<file path="config.mk">
export PLATFORM = sky130hd
export DESIGN_NAME = uart_autobaud
export DESIGN_NICKNAME = d
export VERILOG_FILES = /design/src/rtl/uart_autobaud.sv
export SDC_FILE = /design/constraint.sdc
export NUM_CORES = 1
export LEC_CHECK = 0
export BUFFER_PORTS_ARGS = -buffer_cell sky130_fd_sc_hd__buf_4
export CAP_MARGIN = 20
export CELL_PAD_IN_SITES_DETAIL_PLACEMENT = 1
export CELL_PAD_IN_SITES_GLOBAL_PLACEMENT = 2
export CORE_MARGIN = 1.5
export CORE_UTILIZATION = 40
export CTS_CLUSTER_SIZE = 20
export DETAILED_ROUTE_END_ITERATION = 7
export GPL_TIMING_DRIVEN = 1
export PLACE_DENSITY_LB_ADDON = 0.3
export SLEW_MARGIN = 10
export SYNTH_ARGS = -nofsm -noshare
export SYNTH_HDL_FRONTEND = slang
export SYNTH_SLANG_ARGS = --single-unit
</file>
<file path="constraint.sdc">
create_clock -name clk -period 7.1 [get_ports clk]
set_clock_uncertainty 0.15 [all_clocks]
set_input_delay 0.71 -clock clk [delete_from_list [all_inputs] [get_ports clk]]
set_output_delay 0.71 -clock clk [all_outputs]
set_load 0.05 [all_outputs]
</file>
<file path="src/rtl/uart_autobaud.sv">
// uart_autobaud: measures the host bit period from a 0x55 sync byte on rx_in
// and publishes it as cycles_per_bit for the downstream uart_rx/uart_tx.
// Optional feature macro: UART_AUTOBAUD_RELOCK_EN (a long break on the line
// while locked drops the lock and restarts detection).
module uart_autobaud #(
  parameter int COUNTER_WIDTH          = 24,
  parameter int DEFAULT_CYCLES_PER_BIT = 104,
  parameter int MIN_CYCLES_PER_BIT     = 8,
  parameter int IDLE_CYCLES            = 16
) (
  input  logic                     clk,
  input  logic                     rst,
  input  logic                     rx_in,
  input  logic                     rearm,
  output logic [COUNTER_WIDTH-1:0] cycles_per_bit,
  output logic                     locked,
  output logic                     err
);

  localparam int CW     = COUNTER_WIDTH;
  localparam int TW     = COUNTER_WIDTH + 3;
  localparam int IDLE_W = $clog2(IDLE_CYCLES + 1);

  typedef enum logic [2:0] {
    ARM,
    HUNT,
    MEAS,
    STOP,
    LOCKED,
    FAIL
  } state_t;

  state_t state;
  state_t state_next;

  logic              rx_sync1;
  logic              rx_s;
  logic              rx_prev;
  logic              rise;
  logic              fall;
  logic              any_edge;

  logic [IDLE_W-1:0] idle_cnt;
  logic [CW-1:0]     seg;
  logic [CW-1:0]     t0;
  logic [TW-1:0]     total;
  logic [TW-1:0]     total_rnd;
  logic [TW-1:0]     total_shr;
  logic [TW-1:0]     result_q;
  logic [3:0]        edge_idx;

  logic [CW-1:0]     seg_diff;
  logic              seg_ok;
  logic              seg_sat;
  logic              seg_over;
  logic              timeout;
  logic              result_ok;

`ifdef UART_AUTOBAUD_RELOCK_EN
  logic [CW+3:0]     brk_cnt;
  logic              brk_hit;
`endif

  // Bring the asynchronous line into the clock domain and keep one delayed copy for edge detection
  always_ff @(posedge clk or negedge rst) begin
    if (!rst) begin
      rx_sync1 <= 1'b1;
      rx_s     <= 1'b1;
      rx_prev  <= 1'b1;
    end else begin
      rx_sync1 <= rx_in;
      rx_s     <= rx_sync1;
      rx_prev  <= rx_s;
    end
  end

  assign rise     = rx_s & ~rx_prev;
  assign fall     = ~rx_s & rx_prev;
  assign any_edge = rise | fall;

  // Segment checks: tolerance against the start bit, saturation and the 2*T0 timeout
  assign seg_diff  = (seg >= t0) ? (seg - t0) : (t0 - seg);
  assign seg_ok    = (seg_diff <= (t0 >> 2));
  assign seg_sat   = &seg;
  assign seg_over  = ({1'b0, seg} > {t0, 1'b0});
  assign timeout   = seg_sat || ((edge_idx != 4'd0) && seg_over);
  assign total_rnd = total + TW'(4);
  assign total_shr = total_rnd >> 3;
  assign result_ok = (result_q[TW-1:CW] == 3'b000) &&
                     (result_q >= TW'(MIN_CYCLES_PER_BIT));

  // Count consecutive high samples while armed so a start bit is only hunted on an idle line
  always_ff @(posedge clk or negedge rst) begin
    if (!rst) begin
      idle_cnt <= '0;
    end else if ((state == ARM) && rx_s) begin
      idle_cnt <= idle_cnt + IDLE_W'(1);
    end else begin
      idle_cnt <= '0;
    end
  end

`ifdef UART_AUTOBAUD_RELOCK_EN
  // While locked, measure how long the line has been held low to spot a host break
  always_ff @(posedge clk or negedge rst) begin
    if (!rst) begin
      brk_cnt <= '0;
    end else if ((state == LOCKED) && !rx_s) begin
      brk_cnt <= brk_cnt + (CW + 4)'(1);
    end else begin
      brk_cnt <= '0;
    end
  end

  assign brk_hit = !rx_s && ((brk_cnt + (CW + 4)'(1)) >= {cycles_per_bit, 4'b0000});
`endif

  // Measurement datapath: per-segment length, running total, start-bit reference and result
  always_ff @(posedge clk or negedge rst) begin
    if (!rst) begin
      seg      <= '0;
      total    <= '0;
      t0       <= '0;
      edge_idx <= '0;
      result_q <= '0;
    end else begin
      case (state)
        HUNT: begin
          if (fall) begin
            seg      <= '0;
            total    <= '0;
            edge_idx <= '0;
          end
        end
        MEAS: begin
          total <= total + TW'(1);
          if (any_edge) begin
            edge_idx <= edge_idx + 4'd1;
            seg      <= CW'(1);
            if (edge_idx == 4'd0) begin
              t0 <= seg;
            end
            if (edge_idx == 4'd7) begin
              result_q <= total_shr;
            end
          end else if (!seg_sat) begin
            seg <= seg + CW'(1);
          end
        end
        STOP: begin
          if (!seg_sat) begin
            seg <= seg + CW'(1);
          end
        end
        default: begin
        end
      endcase
    end
  end

  // State register
  always_ff @(posedge clk or negedge rst) begin
    if (!rst) begin
      state <= ARM;
    end else begin
      state <= state_next;
    end
  end

  // Next-state and output decode; rearm overrides every other transition
  always_comb begin
    state_next = state;
    locked     = (state == LOCKED);
    err        = (state == FAIL);
    case (state)
      ARM: begin
        if (rx_s && (idle_cnt == IDLE_W'(IDLE_CYCLES - 1))) begin
          state_next = HUNT;
        end
      end
      HUNT: begin
        if (fall) begin
          state_next = MEAS;
        end
      end
      MEAS: begin
        if (any_edge) begin
          if ((edge_idx != 4'd0) && !seg_ok) begin
            state_next = FAIL;
          end else if (edge_idx == 4'd7) begin
            state_next = STOP;
          end
        end else if (timeout) begin
          state_next = FAIL;
        end
      end
      STOP: begin
        if (rise) begin
          if (seg_ok && result_ok) begin
            state_next = LOCKED;
          end else begin
            state_next = FAIL;
          end
        end else if (timeout) begin
          state_next = FAIL;
        end
      end
      LOCKED: begin
`ifdef UART_AUTOBAUD_RELOCK_EN
        if (brk_hit) begin
          state_next = ARM;
        end
`endif
      end
      FAIL: begin
        state_next = ARM;
      end
      default: begin
        state_next = ARM;
      end
    endcase
    if (rearm) begin
      state_next = ARM;
    end
  end

  // Publish the measured rate only when a sync attempt actually completes into LOCKED
  always_ff @(posedge clk or negedge rst) begin
    if (!rst) begin
      cycles_per_bit <= CW'(DEFAULT_CYCLES_PER_BIT);
    end else if ((state == STOP) && (state_next == LOCKED)) begin
      cycles_per_bit <= result_q[CW-1:0];
    end
  end

endmodule

</file>
==> impl_metrics.csv, run 1 <==
group,metric,value,unit
status,run_status,"completed",
global_routing,grtUsageTotal,24.5,%
synth,synth_xor_area_share,6.32,%
clocking,root_buffer,"clkbuf_16",
critical_path,path_class,"flip-flop to flip-flop",
placed_design,dp_cells,1451,
synth,yosys.area_share.simple,17.8,%
route,dr.first_iter.drc_count,375,
critical_path,r2r_slack,0.57,ns
synth,yosysSeqAreaShare,34.7,%
clocking,cts_hold_buf,0,
floorplan,core_area,0.0244,mm2
synth,yosysUniqueCellTypes,67,
route,ant_nets,0,
sta,finalSetupViolations,0,
sta,hold_viol,0,
critical_path,r2r_start,"seg[17]$_DFFE_PN0P_",
synth,ys_ff_latch,138,
route,dr.pass1.iters,4,
sta,tightestPinTransition,1.38,ns
final_layout,postLayoutCellArea,0.0111,mm2
floorplan,die_x,161,um
placed_design,gpl.final_weighted_congestion,0.928,
run,cap_violations,0,
critical_path,crit_fanout,12,
global_routing,overflow,0,
clocking,cts_sinks,138,
floorplan,fp.dieH,161,um
power_and_ir_drop,power_density,160,mW/mm2
clocking,cts_tree,"yes",
critical_path,rr_endpoint,"cycles_per_bit[18]$_DFFE_PN0P_",
critical_path,r2r_cells,20,
synth,syn_avg_cell_area,8.72,um2
power_and_ir_drop,vdd_ir_drop_max,0.128,mV
route,vias,8505,
clocking,cts_made_buffers,17,
sta,holdWs,0.147,ns
placed_design,portBuffers,29,
power_and_ir_drop,p_leak,5.16,nW
final_layout,syn_to_final_growth,11.3,%
final_layout,drive_gt1_share,9.82,%
global_routing,grt_pass1_wl,49300,um
global_routing,first_global_vias,8794,
synth,synth_top_area_cell,"dfrtp_1",
clocking,cts_buffer_depth,2,
sta,period_minus_slack,6.53,ns
synth,synth_compound_area_share,18.2,%
synth,syn-cell-area,0.00996,mm2
synth,synth_top_family_by_area,"compound AO/OA/AOI/OAI gates",
floorplan,io_pins,30,
placed_design,dp_hpwl,22600,um
sta,slew_headroom,7.81,%
route,drc_errors,0,
synth,synth_nets,1250,
critical_path,endpoint_kind,"flip-flop",
synth,async_flop_share,100,%
sta,setup_tns,0,ns
synth,synth_edf_count,0,
floorplan,rows,57,
clocking,clk_pin_slew,0.08,ns
sta,rsz0062_at_grt,"false",
critical_path,required,7.28,ns
final_layout,nets,1255,
placed_design,postPlaceCellArea,0.0104,mm2
floorplan,die_area,0.0259,mm2
synth,synth_top_area_share,33.2,%
critical_path,cp_data_arrival_time,6.71,ns
sta,post-route-period-util,92.0,%
route,wl_per_cell,20.9,um
final_layout,diodes,0,
floorplan,start_util,40.8,%
global_routing,antenna_found_initial,0,
route,finalWirelength,31000,um
synth,synthTopCellsByArea,"dfrtp_1, ha_1, o21ai_0",
synth,synthCells,1143,
worst_hold_path,hp-class,"primary input to async pin",
synth,synthAdderAreaFrac,13.1,%
route,vias_per_cell,5.73,
synth,yosys-mux-area-fraction,5.04,%
global_routing,grt_max_degree,92,
clocking,cts.htree.levels,4,
final_layout,fin_cells,1485,
synth,yosysWarnings,0,
clocking,clk_latency,0.45,ns
critical_path,cp-start-kind,"flip-flop",
sta,fmaxAchievable,0.153,GHz
sta,slew_viol_final,0,
synth,synth_flop_cell,"dfrtp_1",
## logic make-up (layout without fill, tap and decap cells)
group	after synthesis	after routing
simple gates	369	370
compound gates	306	306
flops	138	138
buf+inv	117	134
fa+ha+maj	103	103
xor+xnor	71	71
mux	39	39
## critical path: stages (launching register included)
cell,delay [ns]
dfrtp_1,0.42
inv_1,0.13
ha_1,0.47
a21oi_1,0.38
o21ai_0,0.31
a311oi_4,0.60
nor3_1,0.10
a2111oi_1,0.55
a21oi_1,0.13
nor3_1,0.38
xnor2_1,0.17
ha_1,0.26
a21o_1,0.18
a21o_1,0.17
a2111oi_0,0.39
o41ai_1,0.14
a21oi_1,0.13
a21o_1,0.17
o311ai_1,0.21
nand4b_4,0.51
mux2_4,0.45
## layout by cell type, fill, tap and decap left out, types with 9 or more instances in the layout
| cell | netlist | layout |
|---|---|---|
| o21ai_0 | 108 | 108 |
| mux2i_1 | 10 | 10 |
| nor3_1 | 22 | 22 |
| clkbuf_16 | 0 | 17 |
| mux2_2 | 9 | 9 |
| mux2_4 | 20 | 20 |
| ha_1 | 101 | 101 |
| nor4_1 | 11 | 11 |
| nand3_1 | 38 | 38 |
| xnor2_1 | 51 | 51 |
| nor2_1 | 78 | 78 |
| a21oi_1 | 100 | 99 |
| buf_4 | 3 | 32 |
| nand2_1 | 132 | 132 |
| dfrtp_1 | 132 | 132 |
| a211oi_1 | 10 | 10 |
| inv_1 | 68 | 68 |
| xor2_1 | 19 | 19 |
| a21o_1 | 25 | 25 |
| and3_1 | 14 | 14 |
| clkinv_8 | 0 | 9 |
| nand4_1 | 27 | 27 |
## final cells by class
cell class	count	area (um2)
fillers	2890	13300
multi-input cells	889	6060
flip-flops and latches	138	3460
clock buffers	17	425
well taps	324	405
repair buffers	34	272
inverters	68	255
clock inverters	15	204
## routing by layer
metal	global-route usage [%]	wire, um	vias up
met5	0	0	-
met4	9.18	898	0
met3	2.92	641	54
met2	41.1	15100	120
met1	32.5	14400	4258
li1	-	-	4073
## where the power goes
part / total [mW] / internal (mW) / leakage, nW / switching (mW)
combinational: 0.0258 / 0.00455 / 2.95 / 0.0212
sequential: 0.790 / 0.788 / 1.91 / 0.00167
clock: 0.961 / 0.481 / 0.301 / 0.480
## per-stage QoR
stage               setup WS [ns]  util, %  total power [mW]
global route               0.0914     45.4              1.83
floorplan                    1.78        -             0.811
CTS                         0.194     45.2              1.80
global placement            0.229     42.7             0.832
detailed placement          0.204     42.7             0.833
finish                      0.565     45.4              1.78
## synthesized netlist by cell type (11+ instances only)
| cell type | count |
|---|---|
| xnor2_1 | 51 |
| a21o_1 | 25 |
| nand3_1 | 38 |
| nand2_1 | 132 |
| inv_1 | 68 |
| and3_1 | 14 |
| dfrtp_1 | 132 |
| clkbuf_1 | 37 |
| xor2_1 | 19 |
| nor3_1 | 22 |
| ha_1 | 101 |
| a21oi_1 | 100 |
| nand4_1 | 27 |
| o21ai_0 | 108 |
| mux2_4 | 20 |
| nor4_1 | 11 |
| nor2_1 | 78 |
## flip-flops by register name (all words and copies together), names as in the netlist
signal and flops:
seg 24, idle_cnt 5, rx_prev 1, rx_sync1 1
result_q 24, t0 24, rx_s 1, cycles_per_bit 24
total 27, state 3, edge_idx 4
## repair_timing
item | 4_1_cts | 5_1_grt
endpoints found under the hold margin | 0 | 0
endpoints found under the setup margin | 0 | 24
buffers inserted | 0 | 1
gates resized for setup | 0 | 2
## how the worst max path moves through the flow
stage                                    from                        endpoint  slack, ns  cells after the start
after floorplan            seg[0]$_DFFE_PN0P_  cycles_per_bit[10]$_DFFE_PN0P_       1.78                     24
after global placement    seg[17]$_DFFE_PN0P_   cycles_per_bit[9]$_DFFE_PN0P_       0.23                     20
after detailed placement  seg[17]$_DFFE_PN0P_  cycles_per_bit[18]$_DFFE_PN0P_       0.20                     20
after CTS                 seg[17]$_DFFE_PN0P_  cycles_per_bit[18]$_DFFE_PN0P_       0.19                     20
after global routing      seg[17]$_DFFE_PN0P_  cycles_per_bit[18]$_DFFE_PN0P_       0.09                     20
final                     seg[17]$_DFFE_PN0P_  cycles_per_bit[18]$_DFFE_PN0P_       0.57                     20
Power figures use the tool's default switching activity.
==> inputs of run 2 (changes only) <==
--- a/config.mk
+++ b/config.mk
@@ -9,7 +9,7 @@
 export CAP_MARGIN = 20
 export CELL_PAD_IN_SITES_DETAIL_PLACEMENT = 1
 export CELL_PAD_IN_SITES_GLOBAL_PLACEMENT = 2
-export CORE_MARGIN = 1.5
+export CORE_ASPECT_RATIO = 1.25
 export CORE_UTILIZATION = 40
 export CTS_CLUSTER_SIZE = 20
 export DETAILED_ROUTE_END_ITERATION = 7
==> impl_metrics.csv, run 2 (same netlist as run 1, synthesis figures left out) <==
group,metric,value,unit
critical_path,crit_family,"compound AO/OA/AOI/OAI gates",
sta,slew_headroom,-3.94,%
critical_path,crit_fanout,9,
final_layout,syn_to_final_growth,11.4,%
power_and_ir_drop,vdd_ir_drop_max,0.141,mV
sta,period_minus_slack,6.55,ns
clocking,cts_tree,"yes",
route,ant_nets,0,
floorplan,rows,64,
critical_path,path_buf_inv,2,
global_routing,overflow,0,
critical_path,cp-start-kind,"flip-flop",
clocking,clk_pin_slew,0.06,ns
sta,fmaxAchievable,0.153,GHz
clocking,cts_sinks,138,
status,violations,"max-capacitance violations, max-slew violations",
global_routing,grtUsageTotal,25.2,%
floorplan,start_util,40.7,%
clocking,cts.htree.levels,4,
route,wl_per_cell,20.4,um
route,vias_per_cell,5.73,
floorplan,fp.dieH,178,um
global_routing,antenna_found_initial,0,
critical_path,r2r_slack,0.55,ns
floorplan,die_area,0.0255,mm2
critical_path,crit_slowest_cell,"a311oi_4",
placed_design,gpl.final_weighted_congestion,0.926,
power_and_ir_drop,p_leak,5.17,nW
sta,hold_viol,0,
sta,finalSetupViolations,0,
sta,setup_tns,0,ns
critical_path,required,7.26,ns
placed_design,portBuffers,29,
floorplan,die_x,143,um
critical_path,r2r_start,"seg[17]$_DFFE_PN0P_",
final_layout,seqCellArea,0.00346,mm2
final_layout,largest_register,"total",
critical_path,path_class,"flip-flop to flip-flop",
route,finalWirelength,30400,um
floorplan,core_area,0.0245,mm2
sta,holdWs,0.175,ns
final_layout,diodes,0,
final_layout,nets,1257,
sta,slew_viol_final,3,
route,vias,8558,
critical_path,endpoint_kind,"flip-flop",
floorplan,io_pins,30,
global_routing,grt_pass1_wl,48800,um
final_layout,fillers,2949,
sta,tightestPinTransition,1.56,ns
final_layout,drive_gt1_share,9.89,%
final_layout,final_util,45.3,%
power_and_ir_drop,total_power,1.76,mW
clocking,clk_latency,0.44,ns
final_layout,final_cell_mix,"nand2_1, dfrtp_1, o21ai_0, ha_1, a21oi_1",
route,dr.pass1.iters,5,
power_and_ir_drop,power_density,158,mW/mm2
clocking,root_buffer,"clkbuf_16",
clocking,cts_made_buffers,17,
placed_design,dp_hpwl,23300,um
critical_path,worstPathCellList,"inv_1 -> ha_1 -> a21oi_1 -> o21ai_0 -> a311oi_4 -> nor3_1 -> a2111oi_2 -> a21oi_1 -> nor3_1 -> xnor2_1 -> ha_1 -> a21o_1 -> a21o_1 -> a2111oi_0 -> o41ai_1 -> a21oi_1 -> a21o_1 -> o311ai_1 -> nand4b_2 -> buf_4 -> mux2_4",
route,dr.first_iter.drc_count,320,
critical_path,cp_data_arrival_time,6.72,ns
clocking,cts_hold_buf,0,
route,drc_errors,0,
worst_hold_path,hp-class,"primary input to async pin",
global_routing,first_global_vias,9011,
sta,rsz0062_at_grt,"false",
final_layout,multi_input_area,0.00607,mm2
global_routing,grt_max_degree,81,
sta,post-route-period-util,92.3,%
run,cap_violations,1,
placed_design,postPlaceCellArea,0.0104,mm2
critical_path,startpoint,"seg[17]$_DFFE_PN0P_",
critical_path,cpPeakStageDelay,0.59,ns
clocking,cts_buffer_depth,2,
status,run_status,"complete, but fails checks",
final_layout,postLayoutCellArea,0.0111,mm2
final_layout,largest_register_ffs,27,
[run 2: changes by cell type in the layout (fill, tap and decap cells not counted), moves of 2 or more]
cell and delta:
clkinv_2 +3, bufinv_16 +3, clkinv_8 -9, clkbuf_8 +3, clkbuf_1 +2, buf_4 +2
inv_8 -2
[run 2: worst paths after layout]
kind | end | depth (start not counted)
setup / recovery | cycles_per_bit[8]$_DFFE_PN0P_ | 21
hold / removal | t0[3]$_DFFE_PN0P_ | 1
setup reg to reg | cycles_per_bit[8]$_DFFE_PN0P_ | 21
hold reg to reg | rx_s$_DFF_PN1_ | 0
max in group asynchronous | cycles_per_bit[8]$_DFFE_PN0P_ | 2
min in group clk | rx_s$_DFF_PN1_ | 0
[run 2: final cells by class]
type / count / area share (%)
Clock inverter: 10 / 1.26
Timing Repair Buffer: 36 / 2.58
Sequential cell: 138 / 31.2
Tap cell: 330 / 3.72
Inverter: 68 / 2.30
Multi-Input combinational cell: 889 / 54.7
Clock buffer: 22 / 4.27
[run 2: repair_timing]
item	in CTS	in global routing
endpoints found under the setup margin	24	24
pin swaps	0	0
endpoints found under the hold margin	0	0
resized for setup	1	2
gates cloned	0	1
buffers inserted	0	3
[run 2: layer usage]
metal | GRT usage, % | vias to the layer above | wire (um)
li1 | - | 4071 | -
met1 | 29.3 | 4311 | 12700
met2 | 46.2 | 124 | 16100
met3 | 2.85 | 52 | 593
met4 | 10.8 | 0 | 1070
met5 | 0 | - | 0
[run 2: power by group]
| group | switching, mW | total (mW) | leakage, nW | internal [mW] |
|---|---|---|---|---|
| registers | 0.00169 | 0.791 | 1.91 | 0.790 |
| logic | 0.0209 | 0.0254 | 2.96 | 0.00447 |
| clock network | 0.358 | 0.940 | 0.305 | 0.582 |
| total | 0.381 | 1.76 | 5.17 | 1.38 |
[run 2: through the flow]
stage / worst slack [ns] / std cells
detailed placement: -0.104 / 1457
global route: 0.146 / 1493
CTS: 0.0425 / 1489
floorplan: 1.78 / 1143
global placement: -0.0347 / 1457
finish: 0.545 / 1493
==> inputs of run 3 (changes only) <==
--- a/config.mk
+++ b/config.mk
@@ -11,10 +11,10 @@
 export CELL_PAD_IN_SITES_GLOBAL_PLACEMENT = 2
 export CORE_ASPECT_RATIO = 1.25
 export CORE_UTILIZATION = 40
-export CTS_CLUSTER_SIZE = 20
 export DETAILED_ROUTE_END_ITERATION = 7
 export GPL_TIMING_DRIVEN = 1
-export PLACE_DENSITY_LB_ADDON = 0.3
+export HOLD_SLACK_MARGIN = 0.02
+export PLACE_DENSITY_LB_ADDON = 0.1
 export SLEW_MARGIN = 10
 export SYNTH_ARGS = -nofsm -noshare
 export SYNTH_HDL_FRONTEND = slang
==> impl_metrics.csv, run 3 (same netlist as run 1, synthesis figures left out) <==
group,metric,value,unit
final_layout,fillers,2922,
sta,post-route-period-util,92.3,%
critical_path,path_class,"flip-flop to flip-flop",
final_layout,nets,1257,
final_layout,fin_cells,1492,
sta,rsz0062_at_grt,"false",
clocking,cts_sinks,138,
final_layout,largest_register,"total",
route,vias,8484,
placed_design,dp_cells,1458,
placed_design,gpl.final_weighted_congestion,0.902,
final_layout,diodes,0,
route,finalWirelength,31100,um
route,dr.pass1.iters,4,
critical_path,cp_data_arrival_time,6.71,ns
global_routing,grtUsageTotal,25.6,%
floorplan,io_pins,30,
sta,setup_tns,0,ns
floorplan,fp.dieH,178,um
global_routing,antenna_found_initial,0,
worst_hold_path,hp-class,"primary input to async pin",
placed_design,dp_hpwl,23900,um
final_layout,final_util,45.2,%
placed_design,portBuffers,29,
global_routing,overflow,0,
clocking,cts_made_buffers,17,
critical_path,crit_family,"simple AND/OR/NAND/NOR gates",
run,cap_violations,0,
floorplan,start_util,40.7,%
global_routing,grt_pass1_wl,49200,um
final_layout,postLayoutCellArea,0.0111,mm2
critical_path,crit_slowest_cell,"or4_1",
global_routing,grt_max_degree,75,
sta,hold_viol,0,
sta,slew_viol_final,0,
clocking,cts.htree.levels,4,
power_and_ir_drop,p_leak,5.15,nW
floorplan,die_x,143,um
critical_path,cpPeakStageDelay,0.56,ns
sta,slew_headroom,4.99,%
critical_path,cp-start-kind,"flip-flop",
status,run_status,"completed",
clocking,cts_hold_buf,0,
sta,period_minus_slack,6.56,ns
sta,tightestPinTransition,1.42,ns
clocking,clk_pin_slew,0.07,ns
placed_design,postPlaceCellArea,0.0104,mm2
clocking,root_buffer,"clkbuf_16",
route,ant_nets,0,
critical_path,crit_fanout,20,
route,wl_per_cell,20.9,um
route,dr.first_iter.drc_count,335,
power_and_ir_drop,total_power,1.75,mW
sta,holdWs,0.163,ns
floorplan,die_area,0.0255,mm2
clocking,clk_latency,0.43,ns
global_routing,first_global_vias,8978,
sta,worst_slack,0.544,ns
floorplan,rows,64,
placed_design,dp_slack,0.250,ns
clocking,cts_buffer_depth,2,
critical_path,endpoint_kind,"flip-flop",
clocking,cts_tree,"yes",
final_layout,final_cell_mix,"nand2_1, dfrtp_1, o21ai_0, ha_1, a21oi_1",
sta,fmaxAchievable,0.153,GHz
sta,finalSetupViolations,0,
critical_path,path_buf_inv,1,
power_and_ir_drop,power_density,158,mW/mm2
floorplan,core_area,0.0245,mm2
final_layout,syn_to_final_growth,11.1,%
critical_path,worstPathCellList,"inv_1 -> ha_1 -> nand2_1 -> or4_1 -> a2bb2oi_1 -> a21o_1 -> nand2_2 -> mux2_2 -> nor4b_1 -> nor2_1 -> xnor2_1 -> ha_1 -> nand4_1 -> nor4_1 -> nand4_1 -> o21ai_0 -> a21o_1 -> o311ai_1 -> nand4b_4 -> mux2_4",
route,vias_per_cell,5.69,
final_layout,multi_input_area,0.00607,mm2
final_layout,drive_gt1_share,9.81,%
final_layout,largest_register_ffs,27,
power_and_ir_drop,vdd_ir_drop_max,0.145,mV
route,drc_errors,0,
critical_path,required,7.26,ns
final_layout,seqCellArea,0.00346,mm2
run 3: per-layer routing:
metal / vias to the layer above / track usage (%) / part of all wire, %
met3: 50 / 3.33 / 1.5
met2: 97 / 48.5 / 54
met1: 4273 / 28.6 / 41
met4: 0 / 9.95 / 3.1
met5: - / 0 / 0
li1: 4064 / - / -
run 3: cell type report:
class	instances	share of cell area (%)
Multi-Input combinational cell	889	54.8
Sequential cell	138	31.3
Clock buffer	21	4.16
Tap cell	330	3.73
Timing Repair Buffer	36	2.48
Inverter	68	2.31
Clock inverter	10	1.27
run 3: final timing paths:
path	startpoint	endpoint	slack, ns	depth (start not counted)
max in group asynchronous	rst	t0[17]$_DFFE_PN0P_	5.27	2
min in group clk	rx_sync1$_DFF_PN1_	rx_s$_DFF_PN1_	0.21	0
worst min register to register	rx_sync1$_DFF_PN1_	rx_s$_DFF_PN1_	0.21	0
worst min-delay path	rst	t0[3]$_DFFE_PN0P_	0.16	1
worst max-delay path	seg[11]$_DFFE_PN0P_	cycles_per_bit[13]$_DFFE_PN0P_	0.54	20
worst max register to register	seg[11]$_DFFE_PN0P_	cycles_per_bit[13]$_DFFE_PN0P_	0.54	20
run 3: power by group:
| group | internal, mW | switching, mW |
|---|---|---|
| sequential | 0.790 | 0.00158 |
| clock | 0.571 | 0.367 |
| combinational | 0.00447 | 0.0213 |
run 3: timing repair:
action,in CTS,in global routing
buffers inserted,0,2
hold endpoints to repair,0,0
endpoints found under the setup margin,0,24
resized for setup,0,3
